==> src/rtl/fp_op_sequencer_pkg.sv <==
// Shared types and constants for the bfloat16 FPU operator sequencer.
//  - fp_alu_op_e     : FPU operation code (MADD is sequenced, the FPU itself lacks it)
//  - fp_seq_state_e  : sequencer FSM states
//  - FP_SEQ_MAX_LAT  : largest supported FPU_LAT
//  - fp_seq_first_op : operator issued in the first FPU pass of an operation
package fp_op_sequencer_pkg;

  localparam int unsigned FP_DATA_W      = 32;
  localparam int unsigned FP_MODE_W      = 2;
  localparam int unsigned FP_SEQ_MAX_LAT = 7;
  localparam int unsigned FP_SEQ_CNT_W   = 3;

  typedef enum logic [3:0] {
    FP_ALU_ADD    = 4'd0,
    FP_ALU_SUB    = 4'd1,
    FP_ALU_MUL    = 4'd2,
    FP_ALU_MADD   = 4'd3,
    FP_ALU_MINMAX = 4'd4,
    FP_ALU_SGNJ   = 4'd5,
    FP_ALU_CMP    = 4'd6,
    FP_ALU_CVT    = 4'd7
  } fp_alu_op_e;

  typedef enum logic [1:0] {
    FPS_IDLE,
    FPS_EXEC,
    FPS_MADD_ADD,
    FPS_RESP
  } fp_seq_state_e;

  // MADD starts as a multiply; every other op goes to the FPU unchanged.
  function automatic fp_alu_op_e fp_seq_first_op(input fp_alu_op_e op);
    return (op == FP_ALU_MADD) ? FP_ALU_MUL : op;
  endfunction

endpackage

==> src/rtl/fp_op_sequencer.sv <==
// fp_op_sequencer: initiator side of the bfloat16 FPU operator/operand interface.
// Registers one request from ID, drives it into a combinational (or FPU_LAT-deep)
// FPU, samples the result and returns it to writeback. MADD runs as MUL then ADD
// (two roundings).
//
// Parameters:
//   FPU_LAT  cycles to wait before sampling fpu_result_i (0..7, clamped)
// Configuration macro:
//   FP_SEQ_B2B_EN  when defined, a new request is accepted in the same cycle the
//                  response handshakes (zero-bubble back-to-back operation)
// Ports:
//   clk_i, rst_i                      clock, async active-high reset
//   req_valid_i/req_ready_o           request handshake from ID
//   req_op_i, req_mode_i              operation and convert mode
//   req_a_i, req_b_i, req_c_i         operands (bf16 in [31:16]); c = MADD addend
//   fpu_operator_o, fpu_operand_a_o,
//   fpu_operand_b_o, fpu_mode_o       registered drive into the FPU
//   fpu_result_i                      FPU result
//   rsp_valid_o/rsp_ready_i           response handshake to writeback
//   rsp_result_o                      response data
//   busy_o                            sequencer not idle
module fp_op_sequencer
  import fp_op_sequencer_pkg::*;
#(
  parameter int unsigned FPU_LAT = 0
) (
  input  logic                 clk_i,
  input  logic                 rst_i,
  input  logic                 req_valid_i,
  output logic                 req_ready_o,
  input  fp_alu_op_e           req_op_i,
  input  logic [FP_MODE_W-1:0] req_mode_i,
  input  logic [FP_DATA_W-1:0] req_a_i,
  input  logic [FP_DATA_W-1:0] req_b_i,
  input  logic [FP_DATA_W-1:0] req_c_i,
  output fp_alu_op_e           fpu_operator_o,
  output logic [FP_DATA_W-1:0] fpu_operand_a_o,
  output logic [FP_DATA_W-1:0] fpu_operand_b_o,
  output logic [FP_MODE_W-1:0] fpu_mode_o,
  input  logic [FP_DATA_W-1:0] fpu_result_i,
  output logic                 rsp_valid_o,
  input  logic                 rsp_ready_i,
  output logic [FP_DATA_W-1:0] rsp_result_o,
  output logic                 busy_o
);

  // Out-of-range latencies saturate at the deepest supported FPU.
  localparam int unsigned LAT_C = (FPU_LAT > FP_SEQ_MAX_LAT) ? FP_SEQ_MAX_LAT : FPU_LAT;
  localparam logic [FP_SEQ_CNT_W-1:0] LAT_RELOAD = FP_SEQ_CNT_W'(LAT_C);
  localparam logic [FP_SEQ_CNT_W-1:0] CNT_ONE    = FP_SEQ_CNT_W'(1);

  fp_seq_state_e           state_q, state_d;
  logic [FP_SEQ_CNT_W-1:0] cnt_q;
  fp_alu_op_e              op_q;
  logic [FP_DATA_W-1:0]    c_q;
  fp_alu_op_e              fpu_op_q;
  logic [FP_DATA_W-1:0]    fpu_a_q;
  logic [FP_DATA_W-1:0]    fpu_b_q;
  logic [FP_MODE_W-1:0]    fpu_mode_q;
  logic [FP_DATA_W-1:0]    res_q;

  logic cnt_last_c;
  logic accept_c;
  logic exec_busy_c;
  logic madd_split_c;

  // The FPU has had its full latency on the current operands.
  assign cnt_last_c = (cnt_q == '0);

  // State register.
  always_ff @(posedge clk_i or posedge rst_i) begin
    if (rst_i) begin
      state_q <= FPS_IDLE;
    end else begin
      state_q <= state_d;
    end
  end

  // Next-state logic.
  always_comb begin
    state_d = state_q;
    case (state_q)
      FPS_IDLE: begin
        if (req_valid_i) state_d = FPS_EXEC;
      end
      FPS_EXEC: begin
        if (cnt_last_c) state_d = (op_q == FP_ALU_MADD) ? FPS_MADD_ADD : FPS_RESP;
      end
      FPS_MADD_ADD: begin
        if (cnt_last_c) state_d = FPS_RESP;
      end
      FPS_RESP: begin
        if (rsp_ready_i) begin
`ifdef FP_SEQ_B2B_EN
          state_d = req_valid_i ? FPS_EXEC : FPS_IDLE;
`else
          state_d = FPS_IDLE;
`endif
        end
      end
      default: state_d = FPS_IDLE;
    endcase
  end

  // Output decode and datapath strobes.
  always_comb begin
    req_ready_o  = 1'b0;
    rsp_valid_o  = 1'b0;
    busy_o       = 1'b1;
    exec_busy_c  = 1'b0;
    madd_split_c = 1'b0;
    case (state_q)
      FPS_IDLE: begin
        req_ready_o = 1'b1;
        busy_o      = 1'b0;
      end
      FPS_EXEC: begin
        exec_busy_c  = 1'b1;
        madd_split_c = (op_q == FP_ALU_MADD);
      end
      FPS_MADD_ADD: begin
        exec_busy_c = 1'b1;
      end
      FPS_RESP: begin
        rsp_valid_o = 1'b1;
`ifdef FP_SEQ_B2B_EN
        // Ready follows the response side so a retiring response frees the slot.
        req_ready_o = rsp_ready_i;
`endif
      end
      default: begin
        busy_o = 1'b1;
      end
    endcase
    accept_c = req_valid_i && req_ready_o;
  end

  // Request, FPU drive and result registers; the FPU only ever sees registered values.
  always_ff @(posedge clk_i or posedge rst_i) begin
    if (rst_i) begin
      op_q       <= FP_ALU_ADD;
      c_q        <= '0;
      fpu_op_q   <= FP_ALU_ADD;
      fpu_a_q    <= '0;
      fpu_b_q    <= '0;
      fpu_mode_q <= '0;
      cnt_q      <= '0;
      res_q      <= '0;
    end else if (accept_c) begin
      op_q       <= req_op_i;
      c_q        <= req_c_i;
      fpu_op_q   <= fp_seq_first_op(req_op_i);
      fpu_a_q    <= req_a_i;
      fpu_b_q    <= req_b_i;
      fpu_mode_q <= req_mode_i;
      cnt_q      <= LAT_RELOAD;
    end else if (exec_busy_c) begin
      if (!cnt_last_c) begin
        cnt_q <= cnt_q - CNT_ONE;
      end else if (madd_split_c) begin
        // Product feeds the second pass as operand a, addend as operand b.
        fpu_op_q <= FP_ALU_ADD;
        fpu_a_q  <= fpu_result_i;
        fpu_b_q  <= c_q;
        cnt_q    <= LAT_RELOAD;
      end else begin
        res_q <= fpu_result_i;
      end
    end
  end

  assign fpu_operator_o  = fpu_op_q;
  assign fpu_operand_a_o = fpu_a_q;
  assign fpu_operand_b_o = fpu_b_q;
  assign fpu_mode_o      = fpu_mode_q;
  assign rsp_result_o    = res_q;

endmodule

==> config.mk <==
export PLATFORM = sky130hd
export DESIGN_NAME = fp_op_sequencer
export DESIGN_NICKNAME = d
export VERILOG_FILES = /design/src/rtl/fp_op_sequencer_pkg.sv /design/src/rtl/fp_op_sequencer.sv
export SDC_FILE = /design/constraint.sdc
export NUM_CORES = 1
export LEC_CHECK = 0
export ABC_AREA = 1
export CAP_MARGIN = 10
export CORE_MARGIN = 5
export CORE_UTILIZATION = 48
export DETAILED_ROUTE_END_ITERATION = 7
export PLACE_DENSITY = 0.93
export SLEW_MARGIN = 0
export SYNTH_ARGS = -nofsm -noshare
export SYNTH_HDL_FRONTEND = slang
export SYNTH_SLANG_ARGS = --single-unit
==> constraint.sdc <==
create_clock -name clk_i -period 11.3 [get_ports clk_i]
set_clock_uncertainty 0.2 [all_clocks]
set_input_delay 2.26 -clock clk_i [delete_from_list [all_inputs] [get_ports clk_i]]
set_output_delay 2.26 -clock clk_i [all_outputs]
set_load 0.02 [all_outputs]
==> impl.org <==
** Floorplanning
- The initial utilization of the core area, before any placement, comes to 48.77%.
- Row generation in the floorplan step produced 42 rows.
- The floorplan step defined a die boundary enclosing 15880 sq um.
- Io pins :: 243
- In this run the vertical extent of the chip is 126 microns.
- Floorplan Core Area :: 13240 sq um
- Horizontal die dimension :: 126 microns

** Clocking
- Hold-fix buffers at CTS :: 0
- Once the clock tree was built, the setup fixing pass inserted 0 buffers.
- Maximum number of buffers from clock root to sink :: 2
- Number of gates resized after CTS :: 0
- TritonCTS created 17 clock buffers.
- The tree built by TritonCTS fans out to 143 sinks.
- Clock tree from TritonCTS :: yes
- The tree is rooted in a clkbuf_16.
- Maximum level of the CTS H-tree :: 4
- Clock-pin slew on the worst setup and hold paths :: 0.06 ns
- Clock latency at the later pin of the worst-skew pair :: 0.41 ns

** Setup path
- Kind of capture point of the worst setup path :: flop
- Along the worst path, the maximum fanout reaches 68.
- Slowest library cell on the worst path :: buf_4
- Critical Path Max Stage Delay :: 0.59 ns
- Worst EP required :: 11.46 ns
- Cells along the critical path :: clkdlybuf4s50_1 -> nand2_2 -> buf_4 -> nand2_2 -> buf_4 -> nand2_2 -> buf_4 -> nand2_1 -> nand2_1
- The worst setup path is of the in2reg kind.
- Type of origin of the critical path :: input port
- Worst path arrival time :: 5.25 ns

** Route
- In the detailed route, the total length drawn on met2 is 10070 microns.
- The routed layout has 6297 vias.
- The routed design uses 1625 microns of met3 wire.
- After detailed routing, no signal wire sits above met4.
- In this run, the number of DRC markers left after iteration 0 of detailed routing was 611.
- The pre-antenna-repair detailed-routing pass consisted of 7 iterations.
- In the routed layout, each cell is associated on average with a via count of 5.099.
- The count of nets left with antenna violations once routing finished came out at 0.
- For this block, wires on met1 add up to 7645 microns.
- After detailed routing, the average wire length per cell comes to 16.19 microns.
- Post-detailed-routing wire length :: 19990 microns
- DRC violations left :: 0

** Power
- Internal power consumption :: 1.721 mW
- Leak :: 4.915 nW
- Switching share of power :: 41.94%
- Maximum vdd ir drop :: 0.1882 mV
- Registers are responsible for 29.5% of the overall power.
- Power per cell area :: 310.4 nW/um^2
- Part of the power in the clock network :: 20.8%
- Net switching component of the power :: 1.243 mW
- Combinational cell fraction of total power :: 49.7%
- After layout, the design draws a total of 2.964 mW.

** Synthesis
- Synth Instances :: 828
- Each instance of the synthesized netlist takes up on average 7.800 sq um.
- The number of different library cells used by synthesis comes to 20.
- Post-Synthesis Cell Area :: 6459 sq um
- Share of the yosys chip area belonging to registers :: 55.40%
- Seq cells post-synth :: 143
- The number of nets in the synthesized netlist is 971.
- Yosys Warn Count :: 0

** Timing
- After routing, the total negative slack on setup checks comes to 0 ns.
- Period utilization :: 45.04%
- Setup repair after global routing missed its margin :: false
- The number of max-slew violations in the final report is 0.
- Measured against its own limit, the worst slew margin works out to 25.04%.
- Subtracting the final worst setup slack from the clock period gives 5.089 ns.
- Fin worst setup slack :: 6.211 ns
- Count of final hold-check violations :: 0
- Transition time of the tightest slew-check pin :: 1.123 ns
- Setup violations remaining at the end of the flow were counted as 0.
- The tightest hold path in the finished design has a slack of 0.2686 ns.
- Derived from the worst setup path, the maximum achievable clock frequency is 196.5 MHz.

** Layout
- Of the cells placed in the final design, the portion with a size suffix greater than 1 is 4.438%.
- Layout net count :: 1190
- Final Cell Area :: 9550 sq um
- Signed area change from the synthesized netlist to the final layout :: 47.87%
- The repair_antennas step left the layout with diodes totalling 0.

** Global routing
- Global-route usage over all layers :: 25.47%
- Via count of the first global-routing pass :: 6323
- For this run the aggregate overflow at the end of global routing stands at 0.
- Maximum number of pins on one net before global-route repair :: 106
- The initial antenna violation count is 0.
- The first global-routing pass estimated 32230 microns of wire.

** Placement
- Port buffering added 242 buffers.
- Placer congestion estimate :: 0.8590
- Summing all placed instances gives a cell area of 8896 sq um.
- Detailed placement HPWL :: 13290 microns
- OpenSTA, run right after detailed placement, puts the worst setup slack at 5.771 ns.

** Flow run
- Across the run, the number of max-cap violations was 0.

** Outcome
- The run finished with clean final reports.

** Hold path
- Hold Path Class :: reg2reg
-- logic make-up (layout without fill, tap and decap cells) --
kind of cell             Yosys count  after routing  synth area share (%)
adder cells (fa/ha/maj)            5              5                0.9686
AO/OA/AOI/OAI                      7              7                0.7167
AND/OR/NAND/NOR                  610            610                 37.81
flip-flops                       143            143                 55.40
buffers and inverters             63            294                 5.095
-- cell usage in the layout, fill, tap and decap left out, types with 5 or more instances in the layout --
cell type / n
clkdlybuf4s50_1: 242
nand2_1: 492
bufinv_16: 5
nand3_1: 103
buf_4: 7
dfrtp_1: 143
inv_1: 12
ha_1: 5
nor2_1: 7
clkbuf_16: 17
-- metrics by stage --
stage	utilization, %	cells
after CTS	72.12	1235
final	72.12	1235
after floorplan	-	828
after detailed placement	67.18	1204
after global placement	67.18	1204
after global routing	72.12	1235
-- flip-flops by register name, summed over array words and instances, names as in the netlist --
signal / count
c_q: 32
fpu_mode_o: 2
cnt_q: 3
fpu_operand_b_o: 32
op_q: 4
state_q: 2
fpu_operator_o: 4
rsp_result_o: 32
fpu_operand_a_o: 32
-- metal layers --
metal / GRT usage, % / vias to the layer above
met2: 43.00 / 320
met4: 10.98 / 0
met1: 30.73 / 2916
met5: 0 / -
li1: - / 3007
met3: 6.943 / 54
-- critical path, delay by kind of cell --
| kind | cells | cell delay, ns |
|---|---|---|
| simple gates | 5 | 1.00 |
| buf+inv | 4 | 1.94 |
-- power by group through the flow --
stage          Sequential, mW  Combinational (mW)  Clock (mW)
2_1_floorplan            1.06               0.709           0
3_3_place_gp            0.869                1.43           0
3_5_place_dp            0.875                1.47           0
4_1_cts                 0.874                1.48       0.628
5_1_grt                 0.904                1.61       0.646
6_report                0.875                1.47       0.617
-- cell usage after synthesis --
| library cell | n | area, sq um |
|---|---|---|
| o21ai_0 | 3 | 15.01 |
| a21oi_1 | 1 | 5.000 |
| nor2_1 | 7 | 26.28 |
| buf_2 | 32 | 160.2 |
| or2_2 | 1 | 6.260 |
| dfrtp_1 | 143 | 3578 |
| ha_1 | 5 | 62.56 |
| nand3_1 | 103 | 515.5 |
| buf_6 | 3 | 33.78 |
| o211ai_1 | 1 | 7.510 |
| nand2_2 | 2 | 12.51 |
| nor3_1 | 1 | 5.000 |
| inv_2 | 1 | 3.750 |
| o21bai_2 | 1 | 11.26 |
| clkbuf_1 | 6 | 22.52 |
| o21bai_1 | 1 | 7.510 |
| inv_1 | 13 | 48.80 |
| nor2_4 | 2 | 22.52 |
| nand2_1 | 494 | 1854 |
| buf_4 | 8 | 60.06 |
-- final cells by class --
cell class	instances	area [sq um]
clock buffer	21	470.5
fill	998	3692
tap	176	220.2
timing repair buffer	249	2475
inverter	14	58.81
multi-input combinational	622	2564
clock inverter	10	183.9
sequential	143	3578
-- path summary, 6_finish.rpt --
check	to	cells past startpoint	slack [ns]	from
worst min register to register	fpu_operator_o[1]	2	0.27	fpu_operator_o[1]
worst min-delay path	fpu_operator_o[1]	2	0.27	fpu_operator_o[1]
worst max register to register	fpu_operand_a_o[9]	10	7.71	state_q[0]
max in group asynchronous	rsp_result_o[6]	3	7.37	rst_i
min in group asynchronous	rsp_result_o[5]	2	2.08	rst_i
worst max-delay path	fpu_operand_a_o[9]	9	6.21	req_valid_i
(Power assumes the default switching activity.)
